==> config.mk <==
export PLATFORM = sky130hd
export DESIGN_NAME = uart_byte_tx
export DESIGN_NICKNAME = d
export VERILOG_FILES = /design/src/rtl/uart_byte_tx.sv
export SDC_FILE = /design/constraint.sdc
export NUM_CORES = 1
export LEC_CHECK = 0
export CAP_MARGIN = 20
export CORE_MARGIN = 10
export CORE_UTILIZATION = 27
export CTS_BUF_LIST = sky130_fd_sc_hd__clkbuf_4 sky130_fd_sc_hd__clkbuf_8 sky130_fd_sc_hd__clkbuf_16
export DETAILED_ROUTE_END_ITERATION = 10
export MAX_ROUTING_LAYER = met4
export PLACE_DENSITY = 0.48
export SLEW_MARGIN = 0
export SYNTH_ARGS = -nofsm -noshare
export SYNTH_HDL_FRONTEND = slang
export SYNTH_SLANG_ARGS = --single-unit
export TNS_END_PERCENT = 50
==> constraint.sdc <==
create_clock -name clk -period 6.5 [get_ports clk]
set_input_delay 0.975 -clock clk [delete_from_list [all_inputs] [get_ports clk]]
set_output_delay 0.975 -clock clk [all_outputs]
set_load 0.01 [all_outputs]
==> src/rtl/uart_byte_tx.sv <==
// UART byte transmitter: small input FIFO feeding an 8-bit serialiser
// (LSB first, optional odd/even parity, 1 or 2 stop bits). Line outputs are registered.
module uart_byte_tx #(
  parameter int CLK_HZ     = 50000000,
  parameter int BAUD       = 9600,
  parameter int PARITY     = 0,
  parameter int STOP_BITS  = 1,
  parameter int FIFO_DEPTH = 4
) (
  input  logic                          clk,
  input  logic                          rst_n,
  input  logic                          txStart,
  input  logic [7:0]                    txData,
  output logic                          txReady,
  output logic                          txBusy,
  output logic                          txDone,
  output logic                          txOut,
  output logic [$clog2(FIFO_DEPTH):0]   fifoCount
);
  localparam int BAUD_DIV = CLK_HZ / BAUD;
  localparam int CW = (BAUD_DIV > 1) ? $clog2(BAUD_DIV) : 1;
  localparam int AW = $clog2(FIFO_DEPTH);
  localparam logic [CW-1:0] BAUD_LAST = CW'(BAUD_DIV - 1);
  localparam logic [AW:0] DEPTH = (AW+1)'(FIFO_DEPTH);
  localparam logic STOP_LAST_IDX = (STOP_BITS == 2);
  localparam logic ODD = (PARITY == 1);

  typedef enum logic [2:0] {IDLE, START, DATA, PAR, STOP} state_t;

  state_t        state, state_next;
  logic [7:0]    mem [FIFO_DEPTH];
  logic [AW-1:0] wr_ptr, rd_ptr;
  logic [AW:0]   count;
  logic          push, pop;
  logic [CW-1:0] baud_cnt;
  logic [2:0]    bit_idx;
  logic          stop_idx;
  logic [7:0]    shift_reg;
  logic          par_bit;
  logic          bit_end, stop_last;
  logic          line_next, busy_next, done_next;
  logic          line_reg, busy_reg, done_reg;

  // Ready comes from the registered count only, so a same-cycle pop never admits a push at full.
  assign txReady   = (count < DEPTH);
  assign push      = txStart && txReady;
  assign pop       = (state == IDLE) && (count != '0);
  assign fifoCount = count;
  assign bit_end   = (baud_cnt == BAUD_LAST);
  assign stop_last = (state == STOP) && bit_end && (stop_idx == STOP_LAST_IDX);

  always_ff @(posedge clk) begin
    if (push) mem[wr_ptr] <= txData;
  end

  always_ff @(posedge clk or negedge rst_n) begin
    if (!rst_n) begin
      wr_ptr <= '0;
      rd_ptr <= '0;
      count  <= '0;
    end else begin
      if (push) wr_ptr <= wr_ptr + 1'b1;
      if (pop)  rd_ptr <= rd_ptr + 1'b1;
      case ({push, pop})
        2'b10:   count <= count + 1'b1;
        2'b01:   count <= count - 1'b1;
        default: ;
      endcase
    end
  end

  always_ff @(posedge clk or negedge rst_n) begin
    if (!rst_n) state <= IDLE;
    else        state <= state_next;
  end

  always_comb begin
    state_next = state;
    case (state)
      IDLE:    if (count != '0) state_next = START;
      START:   if (bit_end) state_next = DATA;
      DATA:    if (bit_end && bit_idx == 3'd7) state_next = (PARITY != 0) ? PAR : STOP;
      PAR:     if (bit_end) state_next = STOP;
      STOP:    if (stop_last) state_next = IDLE;
      default: state_next = IDLE;
    endcase
  end

  always_ff @(posedge clk or negedge rst_n) begin
    if (!rst_n) begin
      baud_cnt  <= '0;
      bit_idx   <= '0;
      stop_idx  <= 1'b0;
      shift_reg <= '0;
      par_bit   <= 1'b0;
    end else begin
      if (state == IDLE || bit_end) baud_cnt <= '0;
      else                          baud_cnt <= baud_cnt + 1'b1;
      if (pop) begin
        shift_reg <= mem[rd_ptr];
        par_bit   <= (^mem[rd_ptr]) ^ ODD;
        bit_idx   <= '0;
        stop_idx  <= 1'b0;
      end else if (state == DATA && bit_end) begin
        shift_reg <= shift_reg >> 1;
        bit_idx   <= bit_idx + 3'd1;
      end else if (state == STOP && bit_end) begin
        stop_idx  <= ~stop_idx;
      end
    end
  end

  always_comb begin
    line_next = 1'b1;
    busy_next = 1'b0;
    done_next = 1'b0;
    case (state)
      START: begin line_next = 1'b0;         busy_next = 1'b1; end
      DATA:  begin line_next = shift_reg[0]; busy_next = 1'b1; end
      PAR:   begin line_next = par_bit;      busy_next = 1'b1; end
      STOP:  begin busy_next = 1'b1;         done_next = stop_last; end
      default: ;
    endcase
  end

  // One register stage on the line keeps txOut glitch-free; it also sets the pop-to-start latency.
  always_ff @(posedge clk or negedge rst_n) begin
    if (!rst_n) begin
      line_reg <= 1'b1;
      busy_reg <= 1'b0;
      done_reg <= 1'b0;
    end else begin
      line_reg <= line_next;
      busy_reg <= busy_next;
      done_reg <= done_next;
    end
  end

  assign txOut  = line_reg;
  assign txBusy = busy_reg;
  assign txDone = done_reg;
endmodule

==> flow_metrics.env <==
export IMPL_layout_setup_ws_ns=3.95
export IMPL_clock_sinks=71
export IMPL_row_count=39
export IMPL_tns_ns=0
export IMPL_slew_violations=0
export IMPL_path_common_cell="inv_1"
export IMPL_via_per_inst=4.31
export IMPL_ys_ff_latch=71
export IMPL_grt_pass1_vias=1845
export IMPL_place_port_buffers=17
export IMPL_drive_above_1_share_pct=14.2
export IMPL_critPathLaunchType="register"
export IMPL_synth_edff_count=32
export IMPL_cts_setup_buffers=0
export IMPL_synth_seq_area_share_pct=62.6
export IMPL_p_leak_nw=1.49
export IMPL_slowest_delay_ns=0.47
export IMPL_grt_pass1_wl_mm=9.23
export IMPL_die_x_um=127
export IMPL_path_class="register to register"
export IMPL_largest_register_ffs=32
export IMPL_crit_family="adder cells"
export IMPL_hold_viol_final=0
export IMPL_outcome="completed"
export IMPL_finalInstanceArea_mm2=0.00367
export IMPL_antenna_found_initial=0
export IMPL_track_usage_pct=7.43
export IMPL_startpoint="state[1]$_DFFE_PN0P_"
export IMPL_timing_rr_start="state[1]$_DFFE_PN0P_"
export IMPL_period_share_pct=39.3
export IMPL_post_dp_cell_area_mm2=0.00339
export IMPL_rsz0062_at_grt="no"
export IMPL_postCtsResizedCells=0
export IMPL_ctsHoldBuffers=0
export IMPL_r2r_cells=9
export IMPL_critPathCapture="fifoCount[2]$_DFFE_PN0P_"
export IMPL_clock_path_buffers=2
export IMPL_drt_iter0_markers=58
export IMPL_ys_warn_count=0
export IMPL_p_per_area_mw_per_mm2=406
export IMPL_cp_slowest_cell="dfrtp_1"
export IMPL_insertion_delay_ns=0.33
export IMPL_syn_avg_cell_area_um2=14.0
export IMPL_synth_largest_area_cell="edfxtp_1"
export IMPL_drc=0
export IMPL_numCtsBuffers=9
export IMPL_diodes=0
export IMPL_drt_wl_total_mm=5.41
export IMPL_cp_num_cells=9
export IMPL_post_place_ws_ns=3.63
export IMPL_core_area_mm2=0.0113
export IMPL_period_minus_slack_ns=2.55
export IMPL_post_dp_hpwl_mm=3.61
export IMPL_cap_violations=0
export IMPL_finalNetCount=262
export IMPL_synth_top_cell_area_share_pct=31.0
export IMPL_dieHeight_um=127
export IMPL_async_flop_share_pct=54.9
export IMPL_synthCells=222
export IMPL_crit_arrival_ns=2.81
export IMPL_syn_area_mm2=0.00310
export IMPL_wl_per_cell_um=13.9
export IMPL_cp_cell_sequence="nor3_1 > o31ai_2 > inv_1 > ha_1 > inv_1 > fa_1 > xor2_1 > nor2_1 > xnor2_1"
export IMPL_gp_congestion=0.717
export IMPL_layout_common_cells="dfrtp_1 (38), edfxtp_1 (32), nor2_1 (18), xnor2_1 (17)"
export IMPL_setup_viol=0
export IMPL_reg2reg_slack_ns=3.95
export IMPL_synth_main_ff_cell="dfrtp_1"
export IMPL_hp_class="register to register"
export IMPL_htree_levels=3
export IMPL_floorplan_initialDensity_pct=27.4
export IMPL_gr_total_overflow=0
export IMPL_final_common_cell="dfrtp_1"
export IMPL_ys_types=43
export IMPL_max_slew_margin_pct=32.1
export IMPL_endpoint_kind="register"
export IMPL_clock_skew_ns=0.00477
export IMPL_cts_tree="yes"
export IMPL_path_buf_inv=2
export IMPL_met3_usage_pct=3.23
export IMPL_synth_area_leaders="edfxtp_1 (31%), dfrtp_1 (31%), mux4_2 (5.8%), xnor2_1 (4.8%), ha_1 (3.2%)"
export IMPL_boundaryPins=18
export IMPL_vdd_drop_max_mv=0.159
export IMPL_required_ns=6.76
export IMPL_worst_slew_pin_slew_ns=1.01
export IMPL_use_met1_pct=8.65
export IMPL_busiest_layer="met2"
export IMPL_vias=1680
export IMPL_ant_nets=0
export IMPL_grt_use_met2_pct=10.9
export IMPL_reg2reg_to="fifoCount[2]$_DFFE_PN0P_"
export IMPL_first_pass_iters=4
export IMPL_grt_max_degree=40
export IMPL_synth_nets=242
export IMPL_dieArea_mm2=0.0162
export IMPL_clk_transition_reported_paths_ns=0.06
export IMPL_area_growth_pct=18.6
export IMPL_root_buffer="clkbuf_16"
export IMPL_cp_max_fo=13
export IMPL_fmax_mhz=392
-- worst min-delay path by stage --
stage                                to  cells past startpoint  slack (ns)                     start
2_1_floorplan          txDone$_DFF_PN0_                      1        0.44      stop_idx$_DFFE_PN0P_
3_3_place_gp   shift_reg[4]$_DFFE_PN0P_                      1        0.46  shift_reg[4]$_DFFE_PN0P_
3_5_place_dp   shift_reg[4]$_DFFE_PN0P_                      1        0.47  shift_reg[4]$_DFFE_PN0P_
4_1_cts        shift_reg[4]$_DFFE_PN0P_                      1        0.48  shift_reg[4]$_DFFE_PN0P_
5_1_grt        shift_reg[0]$_DFFE_PN0P_                      1        0.50  shift_reg[0]$_DFFE_PN0P_
6_report       shift_reg[2]$_DFFE_PN0P_                      1        0.48  shift_reg[2]$_DFFE_PN0P_
-- layer usage --
metal	vias to the layer above	routed length [um]
met5	-	0
met3	8	210
met1	826	2560
li1	824	-
met4	0	89
met2	22	2540
-- where the power goes --
| part | leakage, nW | switching [W] | internal [W] |
|---|---|---|---|
| combinational | 0.570 | 0.000167 | 0.000207 |
| clock | 0.133 | 0.000197 | 0.000262 |
| sequential | 0.783 | 0.0000870 | 0.000570 |
| total | 1.49 | 0.000452 | 0.00104 |
-- area by class of cell --
cell class / instances / area, um2
Fill cell: 1137 / 7650
Sequential cell: 71 / 1940
Timing Repair Buffer: 17 / 165
Tap cell: 143 / 179
Clock inverter: 7 / 55.1
Clock buffer: 9 / 225
Inverter: 11 / 41.3
Multi-Input combinational cell: 132 / 1070
-- cell usage after synthesis (all sizes together), types with 2 or more instances --
cell type and count:
nor2 18, xnor2 17, dfrtp 38, and3 6, edfxtp 32, nand2 16, ha 8, o31ai 2
inv 11, o21ai 7, a22o 7, buf 4, a21oi 2, xor2 8, and2 4, a21o 7
nand3 5, nor3 3, clkbuf 4, mux4 8
-- kinds of logic after synthesis --
kind of cell,count (synthesis),share of synthesized area (%)
compound gates,28,6.62
flops,71,62.6
xor+xnor,25,7.07
buf+inv,19,3.07
simple gates,60,10.3
mux,10,6.50
fa+ha+maj,9,3.88
-- metrics by stage --
step | utilization, % | total power (W) | instances | hold slack [ns]
finish | 32.4 | 0.00149 | 390 | 0.479
global route | 32.4 | 0.00159 | 390 | 0.501
CTS | 32.4 | 0.00152 | 390 | 0.483
detailed placement | 30.0 | 0.00105 | 374 | 0.470
global placement | 30.0 | 0.00105 | 374 | 0.464
floorplan | - | 0.000950 | 222 | 0.443
No activity file was read; power rests on OpenSTA's default activity.
